==> src/rtl/spi_device_apb_bridge.sv <==
// spi_device_apb_bridge
// SPI mode-0 responder that turns host frames into APB requester cycles so a
// remote SPI host can read and write the local APB register space.
// Frame: opcode (0x02 write, 0x03 read), 16-bit big-endian address, then
//   write: four data bytes, little-endian
//   read : one dummy byte, then four data bytes on MISO, little-endian
// Bytes travel MSB first. SCK, CS_N and MOSI are oversampled in pclk.
//
// Ports:
//   pclk, preset_n              sole clock, async active-low reset
//   spi_sck, spi_cs_n, spi_mosi SPI inputs (mode 0, sck <= pclk/8)
//   spi_miso                    SPI output, changes after SCK falling edges
//   psel ... pslverr            APB requester port (pstrb fixed at 4'hf)
//   err                         sticky error, cleared when CS_N asserts
//
// Optional build macro SPI_DEVICE_APB_BURST_EN: frames continue with further
// words at paddr += 4; reads prefetch the next word at the last rising edge
// of the current one. Without it, bytes after the first word are ignored.
//
// state   | meaning
// IDLE    | CS_N high, no frame in progress
// OPCODE  | receiving opcode byte
// ADDR_HI | receiving address[15:8]
// ADDR_LO | receiving address[7:0]
// WDATA   | receiving write data bytes
// RDUMMY  | dummy byte while the APB read is in flight
// RDATA   | shifting read data out on MISO
// DISCARD | ignoring everything until CS_N rises

module spi_device_apb_bridge #(
    parameter int ADDR_WIDTH  = 16,
    parameter int SYNC_STAGES = 2
) (
    input  logic                  pclk,
    input  logic                  preset_n,
    input  logic                  spi_sck,
    input  logic                  spi_cs_n,
    input  logic                  spi_mosi,
    output logic                  spi_miso,
    output logic                  psel,
    output logic                  penable,
    output logic                  pwrite,
    output logic [ADDR_WIDTH-1:0] paddr,
    output logic [31:0]           pwdata,
    output logic [3:0]            pstrb,
    input  logic [31:0]           prdata,
    input  logic                  pready,
    input  logic                  pslverr,
    output logic                  err
);
    typedef enum logic [2:0] {
        IDLE, OPCODE, ADDR_HI, ADDR_LO, WDATA, RDUMMY, RDATA, DISCARD
    } state_t;
    typedef enum logic [1:0] {APB_IDLE, APB_SETUP, APB_ACCESS} apb_t;

    state_t                 state;
    apb_t                   apb_state;
    logic [SYNC_STAGES-1:0] sck_sr, cs_sr, mosi_sr;
    logic                   sck_prev, cs_prev;
    logic [2:0]             bit_cnt;
    logic [1:0]             byte_cnt;
    logic [6:0]             rx_shift;
    logic [7:0]             addr_hi;
    logic [ADDR_WIDTH-1:0]  addr;
    logic [23:0]            wdata;
    logic [31:0]            tx_shift;
    logic                   op_write;
    logic                   req_pend, req_write;
    logic [ADDR_WIDTH-1:0]  req_addr;
    logic [31:0]            req_wdata;
    logic                   rd_want;   // current frame still wants the read data
    logic                   rd_got;    // read data is loaded in tx_shift
`ifdef SPI_DEVICE_APB_BURST_EN
    logic                   word_chk;  // first falling edge of a prefetched word
`endif

    logic        sck_s, cs_s, mosi_s;
    logic        sck_rise, sck_fall, byte_done;
    logic [7:0]  rx_byte;
    logic [15:0] addr_full;

    assign sck_s     = sck_sr[SYNC_STAGES-1];
    assign cs_s      = cs_sr[SYNC_STAGES-1];
    assign mosi_s    = mosi_sr[SYNC_STAGES-1];
    assign sck_rise  = !cs_s && sck_s && !sck_prev;
    assign sck_fall  = !cs_s && !sck_s && sck_prev;
    assign rx_byte   = {rx_shift, mosi_s};
    assign byte_done = sck_rise && (bit_cnt == 3'd7);
    assign addr_full = {addr_hi, rx_byte};
    assign pstrb     = 4'hf;

    always_ff @(posedge pclk or negedge preset_n) begin
        if (!preset_n) begin
            sck_sr    <= '0;
            cs_sr     <= '1;
            mosi_sr   <= '0;
            sck_prev  <= 1'b0;
            cs_prev   <= 1'b1;
            state     <= IDLE;
            apb_state <= APB_IDLE;
            bit_cnt   <= '0;
            byte_cnt  <= '0;
            rx_shift  <= '0;
            addr_hi   <= '0;
            addr      <= '0;
            wdata     <= '0;
            tx_shift  <= '0;
            op_write  <= 1'b0;
            req_pend  <= 1'b0;
            req_write <= 1'b0;
            req_addr  <= '0;
            req_wdata <= '0;
            rd_want   <= 1'b0;
            rd_got    <= 1'b0;
            spi_miso  <= 1'b0;
            psel      <= 1'b0;
            penable   <= 1'b0;
            pwrite    <= 1'b0;
            paddr     <= '0;
            pwdata    <= '0;
            err       <= 1'b0;
`ifdef SPI_DEVICE_APB_BURST_EN
            word_chk  <= 1'b0;
`endif
        end else begin
            sck_sr   <= {sck_sr[SYNC_STAGES-2:0], spi_sck};
            cs_sr    <= {cs_sr[SYNC_STAGES-2:0], spi_cs_n};
            mosi_sr  <= {mosi_sr[SYNC_STAGES-2:0], spi_mosi};
            sck_prev <= sck_s;
            cs_prev  <= cs_s;

            // APB requester; a transfer always completes, even if CS_N rose.
            case (apb_state)
                APB_IDLE: begin
                    if (req_pend) begin
                        psel      <= 1'b1;
                        pwrite    <= req_write;
                        paddr     <= req_addr;
                        pwdata    <= req_wdata;
                        req_pend  <= 1'b0;
                        apb_state <= APB_SETUP;
                    end
                end
                APB_SETUP: begin
                    penable   <= 1'b1;
                    apb_state <= APB_ACCESS;
                end
                APB_ACCESS: begin
                    if (pready) begin
                        psel      <= 1'b0;
                        penable   <= 1'b0;
                        apb_state <= APB_IDLE;
                        if (pslverr) err <= 1'b1;
                        // Reorder so that shifting MSB-first emits byte 0 first.
                        if (!pwrite && rd_want) begin
                            tx_shift <= {prdata[7:0], prdata[15:8], prdata[23:16], prdata[31:24]};
                            rd_got   <= 1'b1;
                            rd_want  <= 1'b0;
                        end
                    end
                end
                default: apb_state <= APB_IDLE;
            endcase

            if (cs_s && !cs_prev) begin
                state    <= IDLE;
                rd_want  <= 1'b0;
                spi_miso <= 1'b0;
            end else if (!cs_s && cs_prev) begin
                state    <= OPCODE;
                bit_cnt  <= '0;
                byte_cnt <= '0;
                rx_shift <= '0;
                rd_want  <= 1'b0;
                spi_miso <= 1'b0;
                err      <= 1'b0;
            end else begin
                if (sck_rise) begin
                    bit_cnt  <= bit_cnt + 3'd1;
                    rx_shift <= rx_byte[6:0];
                end
                if (byte_done) begin
                    case (state)
                        OPCODE: begin
                            op_write <= (rx_byte == 8'h02);
                            if (rx_byte == 8'h02 || rx_byte == 8'h03) state <= ADDR_HI;
                            else state <= DISCARD;
                        end
                        ADDR_HI: begin
                            addr_hi <= rx_byte;
                            state   <= ADDR_LO;
                        end
                        ADDR_LO: begin
                            addr     <= addr_full[ADDR_WIDTH-1:0];
                            byte_cnt <= '0;
                            if (op_write) begin
                                state <= WDATA;
                            end else begin
                                state     <= RDUMMY;
                                req_pend  <= 1'b1;
                                req_write <= 1'b0;
                                req_addr  <= addr_full[ADDR_WIDTH-1:0];
                                rd_want   <= 1'b1;
                                rd_got    <= 1'b0;
                            end
                        end
                        WDATA: begin
                            wdata <= {rx_byte, wdata[23:8]};
                            if (byte_cnt == 2'd3) begin
                                req_pend  <= 1'b1;
                                req_write <= 1'b1;
                                req_addr  <= addr;
                                req_wdata <= {rx_byte, wdata};
`ifdef SPI_DEVICE_APB_BURST_EN
                                addr     <= addr + ADDR_WIDTH'(4);
                                byte_cnt <= '0;
`else
                                state <= DISCARD;
`endif
                            end else begin
                                byte_cnt <= byte_cnt + 2'd1;
                            end
                        end
                        RDUMMY: begin
                            state    <= RDATA;
                            byte_cnt <= '0;
                            // Read too late: host gets all ones, late data dropped.
                            if (!rd_got) begin
                                tx_shift <= '1;
                                err      <= 1'b1;
                                rd_want  <= 1'b0;
                            end
                        end
                        RDATA: begin
                            if (byte_cnt == 2'd3) begin
`ifdef SPI_DEVICE_APB_BURST_EN
                                addr      <= addr + ADDR_WIDTH'(4);
                                req_pend  <= 1'b1;
                                req_write <= 1'b0;
                                req_addr  <= addr + ADDR_WIDTH'(4);
                                rd_want   <= 1'b1;
                                rd_got    <= 1'b0;
                                word_chk  <= 1'b1;
                                byte_cnt  <= '0;
`else
                                state <= DISCARD;
`endif
                            end else begin
                                byte_cnt <= byte_cnt + 2'd1;
                            end
                        end
                        default: ;
                    endcase
                end
                if (sck_fall) begin
                    if (state == RDATA) begin
`ifdef SPI_DEVICE_APB_BURST_EN
                        word_chk <= 1'b0;
                        if (word_chk && !rd_got) begin
                            spi_miso <= 1'b1;
                            tx_shift <= '1;
                            err      <= 1'b1;
                            rd_want  <= 1'b0;
                        end else begin
                            spi_miso <= tx_shift[31];
                            tx_shift <= {tx_shift[30:0], 1'b0};
                        end
`else
                        spi_miso <= tx_shift[31];
                        tx_shift <= {tx_shift[30:0], 1'b0};
`endif
                    end else begin
                        spi_miso <= 1'b0;
                    end
                end
            end
        end
    end
endmodule

==> config.mk <==
export PLATFORM = sky130hd
export DESIGN_NAME = spi_device_apb_bridge
export DESIGN_NICKNAME = d
export VERILOG_FILES = /design/src/rtl/spi_device_apb_bridge.sv
export SDC_FILE = /design/constraint.sdc
export NUM_CORES = 1
export LEC_CHECK = 0
export ABC_AREA = 1
export CAP_MARGIN = 20
export CORE_MARGIN = 2
export CORE_UTILIZATION = 45
export CTS_CLUSTER_SIZE = 20
export DETAILED_ROUTE_END_ITERATION = 6
export HOLD_SLACK_MARGIN = 0.15
export PLACE_DENSITY_LB_ADDON = 0.08
export SYNTH_ARGS = -nofsm -noshare
export SYNTH_HDL_FRONTEND = slang
export SYNTH_SLANG_ARGS = --single-unit
export TNS_END_PERCENT = 5
==> constraint.sdc <==
create_clock -name pclk -period 4.65 [get_ports pclk]
set_input_delay 0.465 -clock pclk [delete_from_list [all_inputs] [get_ports pclk]]
set_output_delay 0.465 -clock pclk [all_outputs]
set_load 0.03 [all_outputs]
=== After elaboration in Yosys (flattened, before gate mapping) ===
Cells that the tools add are included.

* Input bits: 39
* Register bits: 211
* Logic and storage cells: 163
* Output and inout port bits: 57

* $add $sub $neg: 2
* Reduce and logical (&&, ||, !) cells: 39
* Bitwise logic cells: 2
* Equality and inequality tests: 18
* Muxes and demuxes: 74

{| class="wikitable"
|+ Operators by type and width
! operator !! number
|-
| 32-bit 2-to-1 mux || 10
|-
| 1-bit 2-to-1 mux || 39
|-
| 16-bit 2-to-1 mux || 2
|-
| 16-bit one-hot mux with 2 select lines || 1
|-
| 3-bit 2-to-1 mux || 7
|-
| 4-bit AND reduction || 5
|-
| 8-bit by 2-bit == test with 1-bit output, second input constant || 2
|-
| 3-bit one-hot mux with 5 select lines || 1
|-
| 7-bit 2-to-1 mux || 2
|-
| 3-bit == test, second input constant || 4
|-
| 2-bit 2-to-1 mux || 5
|-
| 1-bit one-hot mux with 2 select lines || 5
|-
| 2-bit nonzero test || 5
|-
| 3-bit nonzero test || 3
|-
| 1-bit logical AND || 8
|-
| 2-bit != test, second input constant || 4
|-
| 2-bit AND reduction || 4
|-
| 7-bit nonzero test || 1
|-
| 3-bit by 2-bit == test with 1-bit output, second input constant || 2
|-
| 2-bit one-hot mux with 3 select lines || 1
|-
| 3-bit AND reduction || 2
|-
| 6-bit AND reduction || 1
|-
| 1-bit logical NOT || 5
|-
| 5-bit AND reduction || 1
|-
| 12 further kinds || 15
|}

=== Depth between registers and ports, before layout ===
Gate-level depths: netlist of the first run.

* Depth in word-level cells: 12
* Depth in mapped cells: 10
* Depth with buffers taken out: 8

=== Worst setup path before layout of the first run ===
No wires, ideal clock.

* Kind: register -> register
* Start: reg cs_sr[1]
* End: reg tx_shift[10]
* Library setup time: 0.073 ns
* Clock period less this slack: 1.815 ns
* Required time: 4.577 ns
* Cell stages (with the launch flop): 9
* Path slack: 2.835 ns
* Buffers on the path: 1
* Arrival time: 1.742 ns
* Cell sequence: dfstp_2 > inv_1 > ha_1 > nor2_8 > nand4_1 > nor2_1 > nor2_4 > buf_6 > a21oi_2

* Cells in the longest elaborated chain, start to end: 9
* Elaborated cells between the ends (all ways): 13
* Those cells by class: mux: 5; reduce/logical: 8

{| class="wikitable"
|+ Ends and longest elaborated chain
! item !! RTL line !! RTL
|-
| from (decl) || 58 || <nowiki>logic [SYNC_STAGES-1:0] sck_sr, cs_sr, mosi_sr;</nowiki>
|-
| from (signal assigned) || 127 || <nowiki>cs_sr <= {cs_sr[SYNC_STAGES-2:0], spi_cs_n};</nowiki>
|-
| 1-bit logical NOT || 85, 86, 169 ||
|-
| 1-bit logical AND (2 in a row) || 85 || <nowiki>assign sck_rise = !cs_s && sck_s && !sck_prev;</nowiki>
|-
| 1-bit logical AND || 88 || <nowiki>assign byte_done = sck_rise && (bit_cnt == 3'd7);</nowiki>
|-
| 32-bit 2-to-1 mux || 182 || <nowiki>if (byte_done) begin</nowiki>
|-
| 32-bit 2-to-1 mux || 256 || <nowiki>if (state == RDATA) begin</nowiki>
|-
| 32-bit 2-to-1 mux || 255 || <nowiki>if (sck_fall) begin</nowiki>
|-
| 32-bit 2-to-1 mux || 169 || <nowiki>end else if (!cs_s && cs_prev) begin</nowiki>
|-
| 32-bit 2-to-1 mux (*) || 165 || <nowiki>if (cs_s && !cs_prev) begin</nowiki>
|-
| to (signal assigned) || 156 || <nowiki>tx_shift <= {prdata[7:0], prdata[15:8], prdata[23:16], prdata[31:24]};</nowiki>
|-
| to (signal assigned) || 270 || <nowiki>tx_shift <= {tx_shift[30:0], 1'b0};</nowiki>
|-
| to (decl) || 66 || <nowiki>logic [31:0] tx_shift;</nowiki>
|}

Every way passes the cells marked *; elsewhere a longest branch is shown, timed or not.
A chain may end at the register's enable or synchronous reset.

=== Final worst setup path of the first run ===
* Start: reg state[0]
* End: reg req_wdata[11]

* Cells in the longest elaborated chain, start to end: 2

{| class="wikitable"
|+ Ends and longest elaborated chain
! item !! RTL line !! RTL
|-
| from (decl) || 56 || <nowiki>state_t state;</nowiki>
|-
| from (signal assigned) || 99 || <nowiki>state <= IDLE;</nowiki>
|-
| from (signal assigned) || 166 || <nowiki>state <= IDLE;</nowiki>
|-
| from (signal assigned) || 170 || <nowiki>state <= OPCODE;</nowiki>
|-
| 3-bit == test || 183 || <nowiki>case (state)</nowiki>
|-
| 5-bit AND reduction (no line) || -- ||
|-
| to (signal assigned) || 213 || <nowiki>req_wdata <= {rx_byte, wdata};</nowiki>
|-
| to (decl) || 70 || <nowiki>logic [31:0] req_wdata;</nowiki>
|}

No other way between the ends.

==> reports/summary.txt, run 1 <==
vias in the first global route -> 6448
worst reg-to-reg setup slack -> 2.30 ns
I/O Buffers -> 91
layout cells sized above 1 -> 11.3%
Crit path arrival time -> 2.75 ns
Vias -> 6619
nets -> 1142
synthesized area per cell -> 9.02 sq um
Clock power frac -> 47.8%
Slew Limit Fails -> 0
diodes inserted -> 0
Crit. End Element -> flop
Die W -> 147 um
LEAKAGE -> 5.35 nW
Slew headroom -> 43.0%
Final Cycle Share -> 50.6%
hpwl dp -> 12300 um
FF+latch count, synth -> 211
die area -> 21600 sq um
CP Launch Type -> flop
worst-case clock skew -> 0.0182 ns
Ports -> 96
Routed Antenna Nets -> 0
max_cap viols -> 0
P_int -> 3.02 mW
DRT met1 WL -> 9750 um
Final Hold Fails -> 0
sequential fraction of the synthesis area -> 57.5%
Max VDD drop -> 0.000304 V
switching power -> 0.808 mW
Max FO, Critical Path -> 36
DRC Markers -> 0
Post-Synthesis Cells -> 1019
cts bufs inserted -> 24
effective utilization at floorplan -> 45.7%
vias per inst -> 4.79
grt total ovfl -> 0
core area -> 20100 sq um
routed wire length -> 19800 um
Slew @ Worst Pin -> 0.855 ns
drt wl/cell -> 14.3 um
CTS Root Cell -> clkbuf_16
RePlAce Congestion -> 0.833
fmax -> 0.425 GHz
Post-Synthesis Cell Area -> 9190 sq um
Logic pwr share -> 3.5%
Hold WC Path Type -> reg2reg
deepest clock path buffer count -> 3
Switching Share -> 21.1%
Rows -> 52
first-pass GRT wire length -> 33300 um
Crit path required time -> 5.04 ns
Die H -> 147 um
Ys Warns -> 0
met2 wire len -> 8930 um
Resize count post-CTS -> 0
WL met3 -> 753 um
Tot Pwr -> 3.82 mW
Skew-Pair Late Insertion Delay -> 0.51 ns
gr usage total -> 18.7%
WS Path Type -> reg2reg
Clock Sinks -> 211
area grow syn2layout -> 20.5%
DRT iter0 DRCs -> 382
power per cell area -> 345 nW/um^2
DR pass1 iterations -> 4
Reg power frac -> 48.7%
Netlist cell types -> 34
Final Critical Period -> 2.35 ns
unrepaired setup endpoints after global routing -> false
initial antenna violation count -> 0
largest net degree at the start of global routing -> 113
CTS tree -> yes
Top Metal Used -> met4
outcome -> finished clean
setup TNS -> 0 ns
Fill cells -> 1851
H-Tree Depth -> 1
Clock transition at path regs -> 0.06 ns
Final setup viols -> 0
layout make-up:
cell class	instances	area [sq um]	share of cell area, %
clock buffer	37	721	6.51
clock inverter	4	47.5	0.429
inverter	96	363	3.28
multi-input combinational	663	3250	29.3
sequential	211	5280	47.7
tap	270	338	3.05
timing repair buffer	102	1070	9.69
worst max-delay path, stage by stage (launching register included):
cell and delay, ns:
dfrtp_1 0.47, inv_4 0.16, nand2_4 0.10, nor2_8 0.42, nand4_2 0.66, o21ai_0 0.40
cell usage after synthesis:
master	instances	share of area [%]
buf_4	6	0.49
clkbuf_1	18	0.74
conb_1	1	0.041
nand4_4	1	0.23
nand3b_1	32	2.6
nor2_2	4	0.27
nand2_2	5	0.34
nand3_2	1	0.11
nand3_1	23	1.3
a21oi_2	31	3.0
inv_1	93	3.8
inv_4	1	0.068
dfrtp_1	208	57
or2_2	1	0.068
o21ai_2	21	2.0
buf_2	18	0.98
nand4_1	5	0.34
a21oi_1	18	0.98
nor3_1	3	0.16
buf_1	1	0.041
buf_6	9	1.1
inv_2	2	0.082
nor2_4	3	0.37
o22ai_1	7	0.48
o21ai_0	49	2.7
nor2_8	2	0.44
nand2_1	342	14
nand4_2	1	0.14
nand2_4	3	0.37
ha_1	5	0.68
o21ai_1	36	2.0
nor3_2	1	0.11
dfstp_2	3	0.86
nor2_1	65	2.7
stage by stage:
| step | instances | utilization [%] | worst slack, ns | cell area, sq um | hold slack [ns] |
|---|---|---|---|---|---|
| 4_1_cts | 1380 | 54.7 | 1.84 | 11000 | 0.350 |
| 5_1_grt | 1383 | 55.1 | 2.05 | 11100 | 0.357 |
| 3_5_place_dp | 1338 | 50.8 | 1.86 | 10200 | 0.336 |
| 3_3_place_gp | 1337 | 50.7 | 1.82 | 10200 | 0.338 |
| 6_report | 1383 | 55.1 | 2.30 | 11100 | 0.347 |
| 2_1_floorplan | 1022 | - | 2.83 | 9200 | 0.169 |
cells in the final DEF (no fill, tap or decap), types with 7 or more instances in the layout:
| cell type | count |
|---|---|
| o21ai_1 | 36 |
| clkbuf_16 | 25 |
| nand3b_1 | 32 |
| o21ai_2 | 21 |
| clkbuf_1 | 7 |
| clkdlybuf4s50_1 | 90 |
| nor2_1 | 65 |
| nand3_1 | 23 |
| a21oi_2 | 31 |
| nand2_1 | 341 |
| inv_1 | 93 |
| a21oi_1 | 18 |
| o22ai_1 | 7 |
| dfrtp_1 | 208 |
| o21ai_0 | 49 |
power groups by stage:
stage	Sequential [mW]	Clock, mW	Combinational, mW
5_1_grt	1.86	1.94	0.149
4_1_cts	1.86	1.87	0.137
2_1_floorplan	1.90	0	0.0482
3_5_place_dp	1.90	0	0.135
6_report	1.86	1.83	0.133
3_3_place_gp	1.90	0	0.135
registers in the layout, summed over array words and instances (netlist names), 3 cells and up:
name	cells
rx_shift	7
addr	16
tx_shift	32
paddr	16
wdata	24
addr_hi	8
pwdata	32
req_wdata	32
bit_cnt	3
state	3
req_addr	16
path summary, 6_finish.rpt:
path	start	depth (start not counted)	to
hold / removal	sck_sr[0]	0	sck_sr[1]
setup / recovery	state[0]	5	req_wdata[11]
hold reg to reg	sck_sr[0]	0	sck_sr[1]
max in group asynchronous	preset_n	3	req_wdata[16]
setup reg to reg	state[0]	5	req_wdata[11]
min in group asynchronous	preset_n	2	pwdata[11]
routing by layer:
metal / up-vias / global-route usage (%)
met5: - / 0
met4: 0 / 3.89
met2: 94 / 29.2
met1: 3137 / 27.8
li1: 3368 / -
met3: 20 / 3.07
logic make-up after synthesis:
| group | count (synthesis) | synth area share, % |
|---|---|---|
| other cells | 1 | 0.0408 |
| buf+inv | 148 | 7.30 |
| fa+ha+maj | 5 | 0.681 |
| simple gates | 492 | 23.4 |
| compound gates | 162 | 11.0 |
| flops | 211 | 57.5 |
what timing repair did:
item | in CTS | in global routing
setup buffers | 0 | 0
hold buffers | 1 | 0
endpoints found under the hold margin | 106 | 0
No activity file was read; power rests on OpenSTA's default activity.
==> run 2: changes to the inputs <==
clock period = 2.25 ns   (was 4.65 ns; I/O delays follow)
==> reports/summary.txt, run 2 (same netlist as run 1, synthesis figures left out) <==
outcome -> finished clean
first-pass GRT wire length -> 33400 um
hpwl dp -> 12400 um
Hold WC Path Type -> in2reg
cts bufs inserted -> 23
Layout Cells excl Fill -> 1392
Crit path arrival time -> 2.45 ns
area grow syn2layout -> 21.2%
Top Registers -> pwdata x32, req_wdata x32, tx_shift x32
Area after DPL -> 10300 sq um
Clock Sinks -> 211
most common cell after layout, fill and taps aside -> nand2_1
Die H -> 147 um
Final setup viols -> 0
LEAKAGE -> 5.37 nW
Rows -> 52
gr usage total -> 18.8%
vias in the first global route -> 6588
register area -> 5280 sq um
Vias -> 6664
most frequent cells in the layout -> nand2_1 (341), dfrtp_1 (208), inv_1 (93), clkdlybuf4s50_1 (90), nor2_1 (64)
nets -> 1154
core area -> 20100 sq um
Clock transition at path regs -> 0.05 ns
Final Critical Period -> 2.08 ns
CTS tree -> yes
Ports -> 96
fin worst setup slack -> 0.172 ns
largest net degree at the start of global routing -> 58
Slew @ Worst Pin -> 0.627 ns
Fill cells -> 1864
vias per inst -> 4.79
DRC Markers -> 0
initial antenna violation count -> 0
grt total ovfl -> 0
worst r2r src -> cs_sr[1]
worst reg-to-reg setup slack -> 0.17 ns
Max VDD drop -> 0.000511 V
DR pass1 iterations -> 4
Slew Limit Fails -> 0
power per cell area -> 705 nW/um^2
DRT iter0 DRCs -> 339
Slew headroom -> 58.1%
WS Path Type -> reg2reg
layout cells sized above 1 -> 12.2%
Final Hold Fails -> 0
Max FO, Critical Path -> 34
RR Endpoint -> req_addr[14]
H-Tree Depth -> 1
unrepaired setup endpoints after global routing -> false
DP Worst Slack -> -0.0670 ns
CTS Root Cell -> clkbuf_16
post-route design area -> 11100 sq um
placed cells -> 1351
diodes inserted -> 0
drt wl/cell -> 13.9 um
RePlAce Congestion -> 0.794
CP startpoint -> cs_sr[1]
routed wire length -> 19400 um
depth of the worst register-to-register path -> 9
Crit path required time -> 2.62 ns
Skew-Pair Late Insertion Delay -> 0.50 ns
Crit. End Element -> flop
max_cap viols -> 0
Final Cycle Share -> 92.3%
effective utilization at floorplan -> 45.7%
Die W -> 147 um
die area -> 21600 sq um
deepest clock path buffer count -> 3
Routed Antenna Nets -> 0
I/O Buffers -> 91
CP Launch Type -> flop
multi-input logic area -> 3270 sq um
worst-case clock skew -> 0.00886 ns
Setup crit end -> req_addr[14]
fmax -> 0.481 GHz
[run 2: changes by cell type in the layout (fill, tap and decap cells not counted), moves of 2 or more]
| cell | delta |
|---|---|
| buf_12 | +2 |
| buf_16 | -3 |
| buf_4 | +11 |
| clkbuf_1 | -3 |
| clkbuf_16 | -2 |
| clkbuf_8 | +2 |
| dlygate4sd3_1 | +2 |
[run 2: area by class of cell]
| class | count | area share, % |
|---|---|---|
| Clock buffer | 34 | 6.17 |
| Sequential cell | 211 | 47.4 |
| Clock inverter | 3 | 0.584 |
| Timing Repair Buffer | 114 | 10.2 |
| Multi-Input combinational cell | 664 | 29.4 |
| Tap cell | 270 | 3.03 |
| Inverter | 96 | 3.26 |
[run 2: worst max-delay path: stages, from the launching register on]
cell and delay [ns]:
dfstp_2 0.57, inv_1 0.07, ha_1 0.29, nor2_8 0.18, nand4_1 0.14, buf_4 0.17, inv_1 0.15, nand2_8 0.19
nand2_1 0.12, o21ai_1 0.06
[run 2: power breakdown]
group	internal, mW	switching (mW)
clock	2.31	1.41
combinational	0.120	0.165
sequential	3.83	0.0219
[run 2: per-layer routing]
metal	GRT usage (%)	up-vias	part of all wire, %
met4	4.28	0	1.9
li1	-	3401	-
met1	28.8	3140	51
met2	28.4	99	43
met5	0	-	0
met3	2.73	24	3.7
[run 2: how the worst min path moves through the flow]
| stage | startpoint | end | slack, ns | cells after the start |
|---|---|---|---|---|
| floorplan | preset_n | addr[0] | -0.07 | 0 |
| global placement | preset_n | pwdata[11] | 0.19 | 1 |
| detailed placement | preset_n | pwdata[11] | 0.19 | 1 |
| CTS | spi_sck | sck_sr[0] | 0.16 | 1 |
| global route | spi_sck | sck_sr[0] | 0.17 | 1 |
| finish | spi_sck | sck_sr[0] | 0.17 | 1 |
[run 2: stage by stage]
stage                     TNS (ns)  utilization, %  hold WS (ns)  power [mW]
after detailed placement   -0.0932            51.4         0.195        4.21
after global routing             0            55.4         0.172        8.17
after global placement    -0.00236            51.4         0.189        4.20
final                            0            55.4         0.174        7.86
after floorplan                  0               -       -0.0706        4.02
after CTS                        0            55.4         0.161        7.99
[run 2: timing repair]
action                                 4_1_cts  5_1_grt
gates resized for setup                      1        2
hold buffers                                 3        0
cloned                                       1        0
setup endpoints to repair                   24       36
endpoints found under the hold margin      210        0
pin swaps                                    1        0
setup buffers                                0        0
